`config.mk`:
```
export PLATFORM = sky130hd
export DESIGN_NAME = uart_transmitter
export DESIGN_NICKNAME = d
export VERILOG_FILES = /design/src/rtl/uart_pkg.sv /design/src/rtl/uart_tx_fifo.sv /design/src/rtl/uart_transmitter.sv
export SDC_FILE = /design/constraint.sdc
export NUM_CORES = 1
export LEC_CHECK = 0
export CORE_MARGIN = 1.5
export CORE_UTILIZATION = 45
export CTS_CLUSTER_SIZE = 12
export DETAILED_ROUTE_END_ITERATION = 12
export DONT_BUFFER_PORTS = 1
export PLACE_DENSITY_LB_ADDON = 0.1
export SETUP_SLACK_MARGIN = 0.2
export SYNTH_ARGS = -nofsm -noshare
export SYNTH_HDL_FRONTEND = slang
export SYNTH_SLANG_ARGS = --single-unit
```
`constraint.sdc`:
```
create_clock -name clk -period 1.57 [get_ports clk]
set_input_delay 0.2355 -clock clk [delete_from_list [all_inputs] [get_ports clk]]
set_output_delay 0.2355 -clock clk [all_outputs]
set_load 0.01 [all_outputs]
```
`src/rtl/uart_pkg.sv`:
```
// rtl/uart_pkg.sv - shared UART types, timing defaults and parity helper
//
// Contents:
//   uart_tx_state_t  transmitter FSM states
//   OSR              receiver oversampling ratio
//   BAUD_PERIOD_CLKS system clocks per bit at the default baud rate
//   parity_bit()     parity over a zero-extended word, also used by uart_receiver
package uart_pkg;

  typedef enum logic [2:0] {
    IDLE,
    START,
    DATA,
    PARITY,
    STOP
  } uart_tx_state_t;

  localparam int CLK_HZ           = 100_000_000;
  localparam int BAUD_RATE        = 115_200;
  localparam int OSR              = 16;
  localparam int BAUD_PERIOD_CLKS = CLK_HZ / BAUD_RATE;

  // Zero-extension does not change the count of ones, so narrower words can
  // be passed in directly. Even parity makes ones(data)+parity even.
  function automatic logic parity_bit(input logic [31:0] data, input logic even);
    return even ? ^data : ~^data;
  endfunction

endpackage

```
`src/rtl/uart_tx_fifo.sv`:
```
// rtl/uart_tx_fifo.sv - synchronous FIFO in front of the transmitter holding register
//
// Ports:
//   clk, reset          clock, synchronous active-high reset
//   push, push_data     write request and word
//   pop, pop_data       read request; pop_data shows the head word
//   count, full, empty  occupancy status
module uart_tx_fifo #(
  parameter int DATA_W = 8,
  parameter int DEPTH  = 4
) (
  input  logic                     clk,
  input  logic                     reset,
  input  logic                     push,
  input  logic [DATA_W-1:0]        push_data,
  input  logic                     pop,
  output logic [DATA_W-1:0]        pop_data,
  output logic [$clog2(DEPTH):0]   count,
  output logic                     full,
  output logic                     empty
);

  localparam int AW = $clog2(DEPTH);

  logic [DATA_W-1:0] mem [DEPTH];
  logic [AW-1:0]     wr_ptr;
  logic [AW-1:0]     rd_ptr;
  logic              push_ok;
  logic              pop_ok;

  assign full     = (count == (AW+1)'(DEPTH));
  assign empty    = (count == '0);
  // A push while full is still accepted when a pop frees a slot the same cycle.
  assign push_ok  = push && (!full || pop);
  assign pop_ok   = pop && !empty;
  assign pop_data = mem[rd_ptr];

  always_ff @(posedge clk) begin
    if (push_ok) begin
      mem[wr_ptr] <= push_data;
    end
  end

  always_ff @(posedge clk) begin
    if (reset) begin
      wr_ptr <= '0;
      rd_ptr <= '0;
      count  <= '0;
    end else begin
      if (push_ok) wr_ptr <= wr_ptr + AW'(1);
      if (pop_ok)  rd_ptr <= rd_ptr + AW'(1);
      case ({push_ok, pop_ok})
        2'b10:   count <= count + (AW+1)'(1);
        2'b01:   count <= count - (AW+1)'(1);
        default: count <= count;
      endcase
    end
  end

endmodule

```
`src/rtl/uart_transmitter.sv`:
```
// rtl/uart_transmitter.sv - LSB-first UART frame serialiser with holding register
//
// Ports:
//   clk, reset                  clock, synchronous active-high reset
//   baud_tick                   one-clk pulse per bit period
//   data_in, data_in_valid      word offered by the host
//   data_in_ready               word accepted on this cycle when valid
//   tx_busy                     frame in progress or word pending
//   RsTx                        serial line, idle high
//
// Build option: define UART_TX_FIFO_EN to place a FIFO_DEPTH-word
// uart_tx_fifo ahead of the holding register.
module uart_transmitter
  import uart_pkg::*;
#(
  parameter int DATA_W      = 8,
  parameter int PARITY_EN   = 0,
  parameter int PARITY_EVEN = 1,
  parameter int STOP_BITS   = 1,
  parameter int FIFO_DEPTH  = 4
) (
  input  logic              clk,
  input  logic              reset,
  input  logic              baud_tick,
  input  logic [DATA_W-1:0] data_in,
  input  logic              data_in_valid,
  output logic              data_in_ready,
  output logic              tx_busy,
  output logic              RsTx
);

  localparam int                CNT_W     = $clog2(DATA_W + 1);
  localparam logic [CNT_W-1:0]  LAST_BIT  = CNT_W'(DATA_W - 1);
  localparam logic              LAST_STOP = (STOP_BITS == 2);

  if (DATA_W < 1 || DATA_W > 32) begin : g_bad_data_w
    $error("uart_transmitter: DATA_W must be 1..32");
  end
  if (STOP_BITS != 1 && STOP_BITS != 2) begin : g_bad_stop_bits
    $error("uart_transmitter: STOP_BITS must be 1 or 2");
  end
  if (FIFO_DEPTH < 2 || (FIFO_DEPTH & (FIFO_DEPTH - 1)) != 0) begin : g_bad_fifo_depth
    $error("uart_transmitter: FIFO_DEPTH must be a power of 2, >= 2");
  end

  uart_tx_state_t    state;
  logic [DATA_W-1:0] shift_reg;
  logic [CNT_W-1:0]  bit_cnt;
  logic              stop_cnt;
  logic              parity_q;
  logic              hold_full;
  logic [DATA_W-1:0] hold_data;

  logic              hold_load;
  logic [DATA_W-1:0] hold_src;
  logic              fifo_pending;
  logic              start_frame;

`ifdef UART_TX_FIFO_EN
  logic [DATA_W-1:0]          fifo_dout;
  logic [$clog2(FIFO_DEPTH):0] fifo_count;
  logic                        fifo_full;
  logic                        fifo_empty;

  uart_tx_fifo #(
    .DATA_W (DATA_W),
    .DEPTH  (FIFO_DEPTH)
  ) u_fifo (
    .clk       (clk),
    .reset     (reset),
    .push      (data_in_valid && data_in_ready),
    .push_data (data_in),
    .pop       (hold_load),
    .pop_data  (fifo_dout),
    .count     (fifo_count),
    .full      (fifo_full),
    .empty     (fifo_empty)
  );

  assign data_in_ready = !fifo_full;
  assign hold_load     = !fifo_empty && !hold_full;
  assign hold_src      = fifo_dout;
  assign fifo_pending  = (fifo_count != '0);
`else
  assign data_in_ready = !hold_full;
  assign hold_load     = data_in_valid && data_in_ready;
  assign hold_src      = data_in;
  assign fifo_pending  = 1'b0;
`endif

  // A new frame starts from IDLE, or directly off the tick that ends the last
  // stop bit so back-to-back words leave no idle period.
  assign start_frame = baud_tick && hold_full &&
                       ((state == IDLE) || ((state == STOP) && (stop_cnt == LAST_STOP)));

  assign tx_busy = (state != IDLE) || hold_full || fifo_pending;

  always_ff @(posedge clk) begin
    if (reset) begin
      state     <= IDLE;
      shift_reg <= '0;
      bit_cnt   <= '0;
      stop_cnt  <= 1'b0;
      parity_q  <= 1'b0;
      RsTx      <= 1'b1;
      hold_full <= 1'b0;
      hold_data <= '0;
    end else begin
      // Load needs holding empty and start_frame needs it full, so they never collide.
      if (hold_load) begin
        hold_full <= 1'b1;
        hold_data <= hold_src;
      end else if (start_frame) begin
        hold_full <= 1'b0;
      end

      if (start_frame) begin
        state     <= START;
        shift_reg <= hold_data;
        parity_q  <= parity_bit(32'(hold_data), (PARITY_EVEN != 0));
        RsTx      <= 1'b0;
      end else if (baud_tick) begin
        case (state)
          START: begin
            RsTx      <= shift_reg[0];
            shift_reg <= shift_reg >> 1;
            bit_cnt   <= '0;
            state     <= DATA;
          end
          DATA: begin
            // bit_cnt is the index of the data bit currently on the line.
            if (bit_cnt == LAST_BIT) begin
              stop_cnt <= 1'b0;
              if (PARITY_EN != 0) begin
                state <= PARITY;
                RsTx  <= parity_q;
              end else begin
                state <= STOP;
                RsTx  <= 1'b1;
              end
            end else begin
              RsTx      <= shift_reg[0];
              shift_reg <= shift_reg >> 1;
              bit_cnt   <= bit_cnt + CNT_W'(1);
            end
          end
          PARITY: begin
            state    <= STOP;
            RsTx     <= 1'b1;
            stop_cnt <= 1'b0;
          end
          STOP: begin
            if (stop_cnt == LAST_STOP) begin
              state <= IDLE;
            end else begin
              stop_cnt <= 1'b1;
            end
          end
          default: begin
          end
        endcase
      end
    end
  end

endmodule

```
# Yosys cells after proc, flatten, opt, wreduce, memory -nomap -nowiden
# Index checks and enable logic that the tools add are counted.
# classes
addsub	1
eq_ne	11
mux	20
n_bitwise	2
reduce_logical	24
# op_table
operator	n
two-way mux 8 bit	3
case mux 8 bit (2 select lines)	1
AND reduction 4 bit	4
case mux 3 bit (4 select lines)	1
two-way mux 1 bit	9
!= test 3 bit (second input constant)	3
nonzero test 3 bit	3
case mux 4 bit (2 select lines)	1
nonzero test 4 bit	2
== test 3 x 2 -> 1 bit (second input constant)	2
two-way mux 3 bit	2
!= test 2 bit (second input constant)	3
case mux 1 bit (3 select lines)	2
nonzero test 2 bit	3
nonzero test 5 bit	1
adder 4 x 1 -> 4 bit (second input constant)	1
== test 4 x 3 -> 1 bit (second input constant)	1
logical AND 1 bit	4
two-way mux 4 bit	1
== test 3 x 1 -> 1 bit (second input constant)	1
== test 3 bit (second input constant)	1
logical NOT 3 bit	1
AND reduction 3 bit	1
logical OR 1 bit	2
other kinds (4)	5
# word_totals
ff_bits	26
input_bits	12
output_inout_bits	3
elab_cells	66

# Longest topological paths before layout
# depth
word_depth	6
depth_mapped	6
mapped_depth_nobuf	5

# Worst setup path after synthesis
# No wires, ideal clock.
# synth_path
path_kind	register to register
from	register bit_cnt[0]
to	register shift_reg[0]
setup_ns	0.091
arrival_time_ns	1.374
required_time_ns	1.479
setup_slack_ns	0.105
stages_incl_launch_ff	6
path_buffers	0
synth_period_minus_slack_ns	1.465
cell_sequence	dfxtp_1 ha_1 nand3b_1 a31oi_2 nand2_1 a311oi_1
# synth_between
elab_chain_cells	3
# synth_lines
item	line	text
start: declaration	uart_transmitter.sv:48	logic [CNT_W-1:0] bit_cnt;
start signal: assignment	uart_transmitter.sv:144	bit_cnt <= bit_cnt + CNT_W'(1);
== test 4 x 3 -> 1 bit	uart_transmitter.sv:132	if (bit_cnt == LAST_BIT) begin
!= test 3 bit (no source line)	--	
AND reduction 3 bit (no source line)	--	
end signal: assignment	uart_transmitter.sv:119	shift_reg <= hold_data;
end signal: assignment	uart_transmitter.sv:126	shift_reg <= shift_reg >> 1;
end signal: assignment	uart_transmitter.sv:143	shift_reg <= shift_reg >> 1;
end: declaration	uart_transmitter.sv:47	logic [DATA_W-1:0] shift_reg;
# Every way passes these cells.
# A chain may end at the register's enable or synchronous reset.

# Worst setup path after layout
# layout_path
from	register bit_cnt[1]
to	register shift_reg[6]
# The elaborated chain is that of the path after synthesis.

==> results.yml <==
run_status:
  status: "complete, but fails checks"
  violations: "hold timing"
sta:
  drv_slew: 0
  hold_ws_ns: -0.0467
  setup_ws_ns: 0.129
  slew_headroom_pct: 83.4
  post-route-period-util_pct: 91.8
  setup_viol: 0
  fmax_ghz: 0.694
  fin_tns_setup_ns: 0
  skew_ns: 0.00283
  rsz0062_at_grt: "yes"
  hold_viol: 23
  tightestPinTransition_ns: 0.249
  period_needed_ns: 1.44
setup_path:
  critPathArrivalTime_ns: 1.67
  max_stage_delay_ns: 0.38
  path_cells: "ha_4 -> nand3b_1 -> buf_6 -> a31oi_4 -> nand2_2 -> a311oi_2"
  cp-end-kind: "register"
  start_kind: "register"
  required_ns: 1.80
  critPathSlowestCell: "dfxtp_2"
  worst-path-max-fanout: 6
  timing_worst_setup_path_type: "reg -> reg"
detailed_routing:
  drt-wirelength-per-cell_um: 16.3
  drt_wl_total_um: 2660
  wl_met1_um: 1180
  wl_met3_um: 95
  post-route-drc-count: 0
  vias_per_cell: 5.76
  via_count: 939
  first_pass_iters: 4
  ant_nets: 0
  wl_met2_um: 1370
  top_layer: "met4"
  drt_iter0_drc: 25
global_route:
  grt_usage_pct: 20.0
  grt_max_degree: 26
  antenna_found_initial: 0
  grt_pass1_vias: 875
  grt_pass1_wl_um: 3930
  grt_overflow: 0
power:
  vdd_drop_max_uv: 547
  sw_frac_of_total_pct: 25.6
  internal-power_uw: 835
  p_switching_uw: 287
  finalPower_uw: 1120
  total_leakage_power_uw: 0.000499
  clkPwrFrac_pct: 25.8
  p_comb_share_pct: 13.0
  p_per_area_nw_per_um2: 811
  p_seq_share_pct: 61.3
clocking:
  clkTransAtPathRegs_ns: 0.14
  h-tree-depth: 1
  cts_tree: "done"
  cts_buffer_depth: 2
  root_buffer: "clkbuf_4"
  clock_latency_ns: 0.31
  cts_sinks: 25
  cts_buffers: 3
placed_design:
  hpwl_um: 1440
  place_worst_setup_slack_ns: -0.0258
  port-buffer-count: 0
  gp_congestion: 0.795
yosys:
  yosysWarnings: 0
  synthCells: 122
  synthesis.nets: 135
  synth-seq-area-share_pct: 46.2
  ys_ff_latch: 25
  synth_cell_types: 27
  synth.avg_cell_area_um2: 8.88
  syn-cell-area_um2: 1080
worst_hold_path:
  hold_class: "in -> reg"
floorplan:
  core_area_um2: 2230
  start_util_pct: 48.5
  rows: 17
  die_y_um: 52.1
  die-area_um2: 2710
  die_width_um: 52.1
  ios: 15
layout:
  drive_gt1_share_pct: 32.6
  area.growth.synth_to_final_pct: 27.6
  final_nets: 149
  diodes: 0
job:
  maxCapViolCount: 0
-- metal layers --
metal	track usage, %	vias up
met5	0	-
met4	8.33	0
met3	4.89	2
met2	33.1	17
met1	24.5	453
li1	-	467
-- worst max-delay path: cells and delay by family, from the launching register on --
kind | cells | cell delay (ns)
AOI/OAI and AO/OA | 2 | 0.49
DFF | 1 | 0.38
and+or+nand+nor | 2 | 0.18
buffers and inverters | 1 | 0.16
adders and majority gates | 1 | 0.14
-- power groups by stage --
stage	combinational, uW	sequential [uW]	clock, uW
2_1_floorplan	102	700	0
3_3_place_gp	107	704	0
3_5_place_dp	110	706	0
4_1_cts	125	690	300
5_1_grt	158	692	330
6_report	145	687	289
-- layout make-up --
| type | count | area, um2 |
|---|---|---|
| well taps | 28 | 35.0 |
| flip-flops and latches | 25 | 517 |
| multi-input cells | 89 | 673 |
| clock buffers | 4 | 26.3 |
| repair buffers | 14 | 120 |
| inverters | 3 | 11.3 |
| fillers | 207 | 851 |
-- synth_stat cells --
cell / count / share of area (%)
nand3b_1: 1 / 0.69
clkbuf_1: 3 / 1.0
buf_4: 1 / 0.69
nand2b_1: 3 / 1.7
mux2i_1: 9 / 8.3
a41oi_1: 1 / 0.81
dfxtp_1: 25 / 46
inv_1: 3 / 1.0
a22oi_1: 1 / 0.69
a31oi_2: 1 / 1.2
buf_2: 3 / 1.4
a21oi_1: 5 / 2.3
and4bb_4: 1 / 1.5
or2_2: 1 / 0.58
o21ai_1: 1 / 0.46
a31o_1: 1 / 0.81
nor2_1: 19 / 6.6
nor3_1: 2 / 0.92
nor3b_4: 1 / 1.7
nor2b_1: 1 / 0.58
ha_1: 1 / 1.2
a31oi_1: 3 / 1.7
nand2_1: 18 / 6.2
and3_1: 2 / 1.2
o21ba_2: 1 / 0.92
a311oi_1: 9 / 7.3
nand3_1: 5 / 2.3
-- final timing paths --
kind / startpoint / end / slack [ns] / cells past startpoint
setup reg to reg: bit_cnt[1]$_SDFFE_PP0P_ / shift_reg[6]$_SDFFE_PP0P_ / 0.13 / 6
hold reg to reg: hold_data[7]$_SDFFE_PP0P_ / shift_reg[7]$_SDFFE_PP0P_ / 0.46 / 2
setup / recovery: bit_cnt[1]$_SDFFE_PP0P_ / shift_reg[6]$_SDFFE_PP0P_ / 0.13 / 6
hold / removal: reset / bit_cnt[1]$_SDFFE_PP0P_ / -0.05 / 1
-- cell families (layout without fill, tap and decap cells) --
| logic type | Yosys count | in the layout | synth area share, % |
|---|---|---|---|
| buffers and inverters | 10 | 21 | 4.16 |
| adders and majority gates | 1 | 1 | 1.15 |
| muxes | 9 | 9 | 8.31 |
| AOI/OAI and AO/OA | 23 | 25 | 16.2 |
| DFF | 25 | 25 | 46.2 |
| and+or+nand+nor | 54 | 54 | 24.0 |
-- per-stage QoR --
step | hold WS (ns) | instances | utilization [%] | area, um2
after floorplan | 0.383 | 122 | - | 1100
after global placement | 0.305 | 149 | 51.1 | 1140
after detailed placement | 0.308 | 149 | 51.1 | 1140
after CTS | -0.0458 | 158 | 56.9 | 1270
after global routing | -0.0734 | 163 | 61.9 | 1380
final | -0.0467 | 163 | 61.9 | 1380
-- cell usage in the layout (no fill, tap or decap), types with 2 or more instances in the layout --
master,n
buf_4,10
a311oi_2,5
a311oi_1,4
nand2_1,15
buf_6,4
inv_1,3
nand2_2,2
dfxtp_4,4
mux2i_1,9
nand3_1,5
clkbuf_4,3
nor2_1,18
dfxtp_1,20
nor3_1,2
nand2b_1,2
a21oi_1,4
a31oi_1,3
a31oi_4,2
-- repair_timing --
| action | 4_1_cts | 5_1_grt |
|---|---|---|
| pin swaps | 8 | 17 |
| gates resized for setup | 13 | 18 |
| setup buffers | 4 | 4 |
| gates cloned | 1 | 1 |
| hold endpoints to repair | 23 | 23 |
| endpoints found under the setup margin | 14 | 14 |
Note: power is estimated with default switching activity, not from simulation.
